## src/rtl/tms_pmem_arbiter.sv

```systemverilog
// TMS1x00 program-memory arbiter: sequences load -> start -> run and shares the
// single-port program memory between core fetches and Wishbone host accesses.
module tms_pmem_arbiter #(
  parameter int ADDR_W     = 11,
  parameter int DATA_W     = 8,
  parameter int RST_CYCLES = 4,
  parameter int STARVE_MAX = 8
) (
  input  logic              wb_clk_i,
  input  logic              wb_rst_n,
  input  logic              ctrl_run_i,
  input  logic              wb_cyc_i,
  input  logic              wb_stb_i,
  input  logic              wb_we_i,
  input  logic [ADDR_W-1:0] wb_adr_i,
  input  logic [DATA_W-1:0] wb_dat_i,
  output logic              wb_ack_o,
  output logic [DATA_W-1:0] wb_dat_o,
  input  logic              core_req_i,
  input  logic [ADDR_W-1:0] core_addr_i,
  output logic              core_valid_o,
  output logic [DATA_W-1:0] core_rdata_o,
  output logic              core_rst_n_o,
  output logic              mem_en_o,
  output logic              mem_we_o,
  output logic [ADDR_W-1:0] mem_addr_o,
  output logic [DATA_W-1:0] mem_wdata_o,
  input  logic [DATA_W-1:0] mem_rdata_i,
  output logic [1:0]        state_o,
  output logic [ADDR_W:0]   wr_count_o,
  output logic              prot_err_o
);

  // state | meaning
  // LOAD  | core held in reset, host owns memory, writes land in memory
  // START | core reset held for RST_CYCLES cycles, host served, writes blocked
  // RUN   | core fetches have priority, host bounded by the starvation guard
  typedef enum logic [1:0] {LOAD = 2'd0, START = 2'd1, RUN = 2'd2} state_t;

  localparam logic [ADDR_W:0] WR_MAX = {1'b1, {ADDR_W{1'b0}}};

  state_t          state;
  logic [3:0]      rst_tmr;
  logic [3:0]      starve_cnt;
  logic            ack;
  logic            rd_q;
  logic            valid;
  logic            core_rst_n;
  logic [ADDR_W:0] wr_count;
  logic            prot_err;

  logic host_pend, leaving, force_host, host_gnt, core_gnt, host_wr, mem_wr_ok;

  // The cycle that leaves START/RUN grants no host slot, so a pending write
  // lands in LOAD instead of being rejected and then forgotten.
  always_comb begin
    host_pend  = wb_cyc_i & wb_stb_i & ~ack;
    leaving    = (state != LOAD) & ~ctrl_run_i;
    force_host = (starve_cnt == 4'(STARVE_MAX));
    host_gnt   = 1'b0;
    core_gnt   = 1'b0;
    if (wb_rst_n) begin
      case (state)
        LOAD:  host_gnt = host_pend;
        START: host_gnt = host_pend & ctrl_run_i;
        RUN: begin
          host_gnt = host_pend & ctrl_run_i & (force_host | ~core_req_i);
          core_gnt = core_req_i & ~host_gnt;
        end
        default: host_gnt = 1'b0;
      endcase
    end
    host_wr   = host_gnt & wb_we_i;
    mem_wr_ok = host_wr & (state == LOAD);
  end

  assign mem_en_o     = core_gnt | (host_gnt & (~wb_we_i | (state == LOAD)));
  assign mem_we_o     = mem_wr_ok;
  assign mem_addr_o   = host_gnt ? wb_adr_i : core_addr_i;
  assign mem_wdata_o  = wb_dat_i;

  assign wb_ack_o     = ack;
  assign wb_dat_o     = rd_q ? mem_rdata_i : '0;
  assign core_valid_o = valid;
  assign core_rdata_o = valid ? mem_rdata_i : '0;
  assign core_rst_n_o = core_rst_n;
  assign state_o      = state;
  assign wr_count_o   = wr_count;
  assign prot_err_o   = prot_err;

  always_ff @(posedge wb_clk_i or negedge wb_rst_n) begin
    if (!wb_rst_n) begin
      state      <= LOAD;
      rst_tmr    <= '0;
      starve_cnt <= '0;
      ack        <= 1'b0;
      rd_q       <= 1'b0;
      valid      <= 1'b0;
      core_rst_n <= 1'b0;
      wr_count   <= '0;
      prot_err   <= 1'b0;
    end else begin
      ack   <= host_gnt;
      rd_q  <= host_gnt & ~wb_we_i;
      valid <= core_gnt;
      if (mem_wr_ok && wr_count != WR_MAX) wr_count <= wr_count + 1'b1;
      if (host_wr && state != LOAD) prot_err <= 1'b1;
      if (state != RUN || leaving || host_gnt) starve_cnt <= '0;
      else if (host_pend) starve_cnt <= starve_cnt + 1'b1;

      case (state)
        LOAD: begin
          if (ctrl_run_i) begin
            state   <= START;
            rst_tmr <= 4'(RST_CYCLES - 1);
          end
        end
        START: begin
          if (!ctrl_run_i) begin
            state    <= LOAD;
            wr_count <= '0;
            prot_err <= 1'b0;
          end else if (rst_tmr == 4'd0) begin
            state      <= RUN;
            core_rst_n <= 1'b1;
          end else begin
            rst_tmr <= rst_tmr - 1'b1;
          end
        end
        RUN: begin
          if (!ctrl_run_i) begin
            state      <= LOAD;
            core_rst_n <= 1'b0;
            wr_count   <= '0;
            prot_err   <= 1'b0;
          end
        end
        default: state <= LOAD;
      endcase
    end
  end

endmodule

```

## config.mk

```make
export PLATFORM = sky130hd
export DESIGN_NAME = tms_pmem_arbiter
export DESIGN_NICKNAME = d
export VERILOG_FILES = /design/src/rtl/tms_pmem_arbiter.sv
export SDC_FILE = /design/constraint.sdc
export NUM_CORES = 1
export LEC_CHECK = 0
export CORE_AREA = 2 2 77 79
export DETAILED_ROUTE_END_ITERATION = 8
export DIE_AREA = 0 0 79 81
export PLACE_DENSITY_LB_ADDON = 0.15
export RECOVER_POWER = 50
export SYNTH_ARGS = -nofsm -noshare
export SYNTH_HDL_FRONTEND = slang
export SYNTH_SLANG_ARGS = --single-unit
```

## constraint.sdc

```tcl
create_clock -name wb_clk_i -period 2.3 [get_ports wb_clk_i]
set_clock_uncertainty 0.05 [all_clocks]
set_input_delay 0.575 -clock wb_clk_i [delete_from_list [all_inputs] [get_ports wb_clk_i]]
set_output_delay 0.575 -clock wb_clk_i [all_outputs]
set_load 0.03 [all_outputs]
```

* After elaboration in Yosys (flattened, before gate mapping) *
Cells that the tools add are included.
Widths: inputs -> output; s select.

word-level totals
  input port bits = 45
  flip-flop bits (word level) = 27
  logic and storage cells = 83

operators by class
  bitwise logic cells = 18
  muxes and demuxes = 28
  add/subtract/negate cells = 3
  reduce and logical (&&, ||, !) cells = 14
  equality and inequality tests = 11

operators with widths
  cell                   number
  $mux 12                3
  $mux 4                 5
  $mux 8                 2
  $add 12x1->12 const B  1
  $ne 12x12->1 const B   1
  $ne 2x2->1 const B     6
  $mux 11                1
  $and 1x1->1            10
  $mux 1                 9
  $mux 2                 4
  $pmux 4 s2             1
  $reduce_and 4->1       2
  $reduce_bool 2->1      4
  $pmux 2 s3             1
  $not 1->1              5
  $add 4x1->4 const B    1
  $eq 4x4->1 const B     1
  $logic_not 4->1        1
  $sub 4x1->4 const B    1
  $ne 3x3->1 const B     1
  $or 1x1->1             3
  $pmux 1 s3             1
  $reduce_and 3->1       1
  $eq 2x1->1 const B     1
  6 further kinds        8

* Longest topological paths before layout *
  word-level depth = 12
  depth in mapped cells = 7
  gate-level depth less buffers = 6

* Least setup slack after synthesis *
No wires, ideal clock.

  path kind = register -> output
  start point = register state[1] (netlist: state_o[1])
  end point = output mem_addr_o[3]
  path buffers = 1
  slack = -0.382 ns
  arrival time = 2.057 ns
  cell stages (with the launch flop) = 8
  cell sequence = dfrtp_1 -> inv_1 -> ha_1 -> nand2b_1 -> o221a_2 -> o21ai_2 -> buf_6 -> mux2_4

between the ends
  word-level cells in the longest chain between the ends = 4
  elaborated cells on any way between the ends = 6
  classes of those cells = eq/ne (2); mux (3); reduce/logical (1)

ends and longest elaborated chain
  item                                RTL line  RTL
  from (decl)                         42        state_t state;
  from (signal assigned)              93        state <= LOAD;
  from (signal assigned)              114       state <= START;
  from (signal assigned)              120       state <= LOAD;
  $eq 2x2->1 (tied with other cells)  63        case (state)
  $pmux 1 s3 *                        63
  $mux 1 *                            62        if (wb_rst_n) begin
  $mux 11 *                           79        assign mem_addr_o = host_gnt ? wb_adr_i : core_addr_i;
  to (decl)                           26        output logic [ADDR_W-1:0] mem_addr_o,

Mark *: on every way between the ends. The rest lies on a longest branch, timed or not.

* Worst setup path in the final report *
  start point = register state[0] (netlist: state_o[0])
  end point = output mem_addr_o[0]

The elaborated chain is that of the path after synthesis.

==> results by group <==
Yosys
  • Yosys warnings: 0
  • Post-synthesis adder-cell area fraction: 6.59%
  • Top FF cell, synth: dfrtp_1
  • Cells after synthesis: 203
  • Largest family of logic cells by synthesized area: simple AND/OR/NAND/NOR gates
  • Netlist cell types: 46
  • Mux cell area share after synthesis: 7.91%
  • Post-Syn Area: 1900 sq um
  • Async SR Flop Fraction: 100%
  • Area fraction in compound gates after synthesis: 12.9%
  • Share of the synthesized area in the top cell type: 35.6%
  • Register area share after synthesis: 35.6%
  • Syn avg cell area: between 9 and 10 sq um
  • Syn_nets: about 260
  • Number of synthesized flops with an enable pin: 0
  • FF+latch count, synth: 27
  • Synth area leader: dfrtp_1
  • Synth Area in XOR/XNOR: 3.23%
  • Simple-gate share of the synthesized area: around a quarter
  • Largest cells by area after synthesis: dfrtp_1 (36%), ha_1 (6.6%), mux2_4 (5.5%), and2_1 (5.3%), buf_4 (3.6%)

Worst setup path
  • Crit end category: primary output
  • Startpoint Class: register
  • CP cell instances: ha_4 -> nand2b_4 -> o221a_4 -> o21ai_4 -> buf_12 -> buf_8 -> mux2_4 -> buf_6
  • WP data required: 1.67 ns
  • Critical setup path kind: register to primary output
  • WP data arrival: 2.16 ns
  • CP max FO: 5
  • Slowest-stage cell, CP: dfrtp_2
  • Kind of cell adding the most delay to the critical path: flip-flops
  • Crit-path max cell delay: 0.46 ns
  • Crit path buffers/inverters: 3

Pwr
  • Max VDD drop: 0.597 mV
  • Final Power: 1.83 mW
  • Pwr dens: 565 nW/um^2
  • Static Leak: 1.48 nW

Die
  • Core area: 5680 sq um
  • Initial Utilization: 33.5%
  • Die footprint: approximately 6400 sq um
  • Die X: 79 microns
  • I/O pins: 100
  • Rows: 28
  • Die height: 81 microns

Finish
  • Area Overhead vs Synth: 70.2%
  • Non-Filler Instances: 390
  • Most common library cell in the layout ignoring fill and taps: clkdlybuf4s50_1
  • Layout cells sized above 1: 32.7%
  • Most frequent cells in the layout: clkdlybuf4s50_1 (50), buf_4 (46), dfrtp_1 (25)
  • Non-Filler Cell Area, Final: 3230 sq um
  • Fillcell total: between 500 and 600
  • Ant diodes: 0
  • Fin nets: 371
  • Fin util: a little under three fifths

Placement
  • DPL Wire Length: 4.22 mm
  • DP Area: ~3000 sq um
  • Port bufs: 83
  • Total placed cells including tap cells: between 300 and 400
  • RePlAce Congestion: 0.780
  • Pre-CTS setup slack: -0.979 ns

Detailed routing
  • Routed via count: approximately 1900
  • Via/cell ratio: between 4 and 5
  • Initial DRC Count: 47
  • DR WL/cell: 14.0 microns
  • Detailed Route WL: 5.48 mm
  • 1st-pass router iterations: 5
  • Remaining antenna violation count: 0
  • DRC viols: 0

Timing
  • FMAX: 359 MHz
  • Relative slew margins: around 64%
  • Worst hold margin: 0.443 ns
  • Hold Fails Final Rpt: 0
  • Worst slew pin tran: 0.539 ns
  • Total Neg Setup Slack: -5.41 ns
  • Slew Viols, Final: 0
  • Setup WS post-layout: -0.482 ns
  • Final Cycle Share: 121%
  • Crit path time final: ~2.8 ns
  • RSZ-0062 raised after global routing: yes
  • Final setup fails: 15

Outcome
  • Status: complete, but fails checks
  • Violated checks: setup timing

Run
  • Max-cap violation count: 0

GRT
  • Pin count of the biggest net entering global routing: 32
  • First-pass GRT wire length: roughly 8.6 mm
  • Grt total ovfl: 0
  • Gr usage total: roughly 17%
  • Initial antenna violation count: 0
  • Number of global-route vias before repair: about 1800

CTS
  • CTS buffer count: 3
  • H-tree depth: 1
  • Worst skew pair latency: 0.28 ns
  • CTS tree: built
  • CTS root buf: clkbuf_8
  • Clock Pin Slew Worst Setup and Hold Paths: approximately 0.10 ns
  • Clk sinks: 27
  • CTS Hold Buffers Added: 0
  • Clock Path Buffers: 2

Hold path
  • Worst min path class: primary input to asynchronous set/reset pin
cell families after synthesis:
logic type,after synthesis
flip-flops,27
AND/OR/NAND/NOR,82
XOR/XNOR,7
AO/OA/AOI/OAI,38
buffers and inverters,28
adder cells (fa/ha/maj),10
multiplexers,11
worst paths after layout:
kind | endpoint | start | cells past startpoint | slack [ns]
max | mem_addr_o[0] | state_o[0]$_DFFE_PN0P_ | 8 | -0.48
min | wr_count_o[4]$_DFF_PN0_ | wb_rst_n | 2 | 0.44
max reg2reg | wr_count_o[10]$_DFF_PN0_ | state_o[0]$_DFFE_PN0P_ | 9 | -0.03
min reg2reg | prot_err_o$_DFF_PN0_ | prot_err_o$_DFF_PN0_ | 1 | 0.49
max in group asynchronous | state_o[0]$_DFFE_PN0P_ | wb_rst_n | 2 | 1.53
min in group wb_clk_i | prot_err_o$_DFF_PN0_ | prot_err_o$_DFF_PN0_ | 1 | 0.49
Yosys cell counts, types with 4 or more instances:
cell	number
mux2_4	7
xnor2_1	4
and2_1	16
a31oi_1	4
mux2_2	4
dfrtp_1	27
buf_4	9
nand4_1	4
ha_1	10
o21ai_0	10
nand3_1	6
a21oi_1	9
nor2_1	13
nand2_1	13
or4_1	4
inv_1	14
o31ai_1	4
layout make-up:
cell class | instances | area, sq um | share of cell area (%)
sequential | 27 | 678 | 21.0
clock buffer | 3 | 41.3 | 1.28
tap | 75 | 93.8 | 2.90
inverter | 14 | 52.6 | 1.63
timing repair buffer | 122 | 1180 | 36.5
multi-input combinational | 148 | 1180 | 36.5
clock inverter | 1 | 5.00 | 0.155
metal layers:
| layer | wire (microns) | part of all wire [%] | GRT usage (%) | vias up |
|---|---|---|---|---|
| li1 | - | - | - | 944 |
| met1 | 2290 | 42 | 22.1 | 905 |
| met2 | 2940 | 54 | 29.7 | 42 |
| met3 | 218 | 4.0 | 3.11 | 2 |
| met4 | 29 | 0.53 | 3.79 | 0 |
| met5 | 0 | 0 | 0 | - |
where the power goes:
group          internal, mW  switching, mW
Sequential            0.524         0.0558
Combinational         0.492          0.474
Clock                 0.122          0.159
Total                  1.14          0.689
flip-flops by register name, summed over array words and instances (netlist names), 2 cells and up:
signal	count
rst_tmr	4
starve_cnt	4
state_o	2
wr_count_o	12
timing repair:
item,CTS,global route
resized for setup,73,5
pin swaps,6,3
setup endpoints to repair,21,19
buffers inserted,6,2
worst register-to-register path: cells and delay by family (launching register included):
kind	cells	cell delay, ns
buf+inv	4	0.51
simple gates	3	0.87
compound gates	1	0.16
flops	1	0.46
fa+ha+maj	1	0.21
Note: power is estimated with default switching activity, not from simulation.
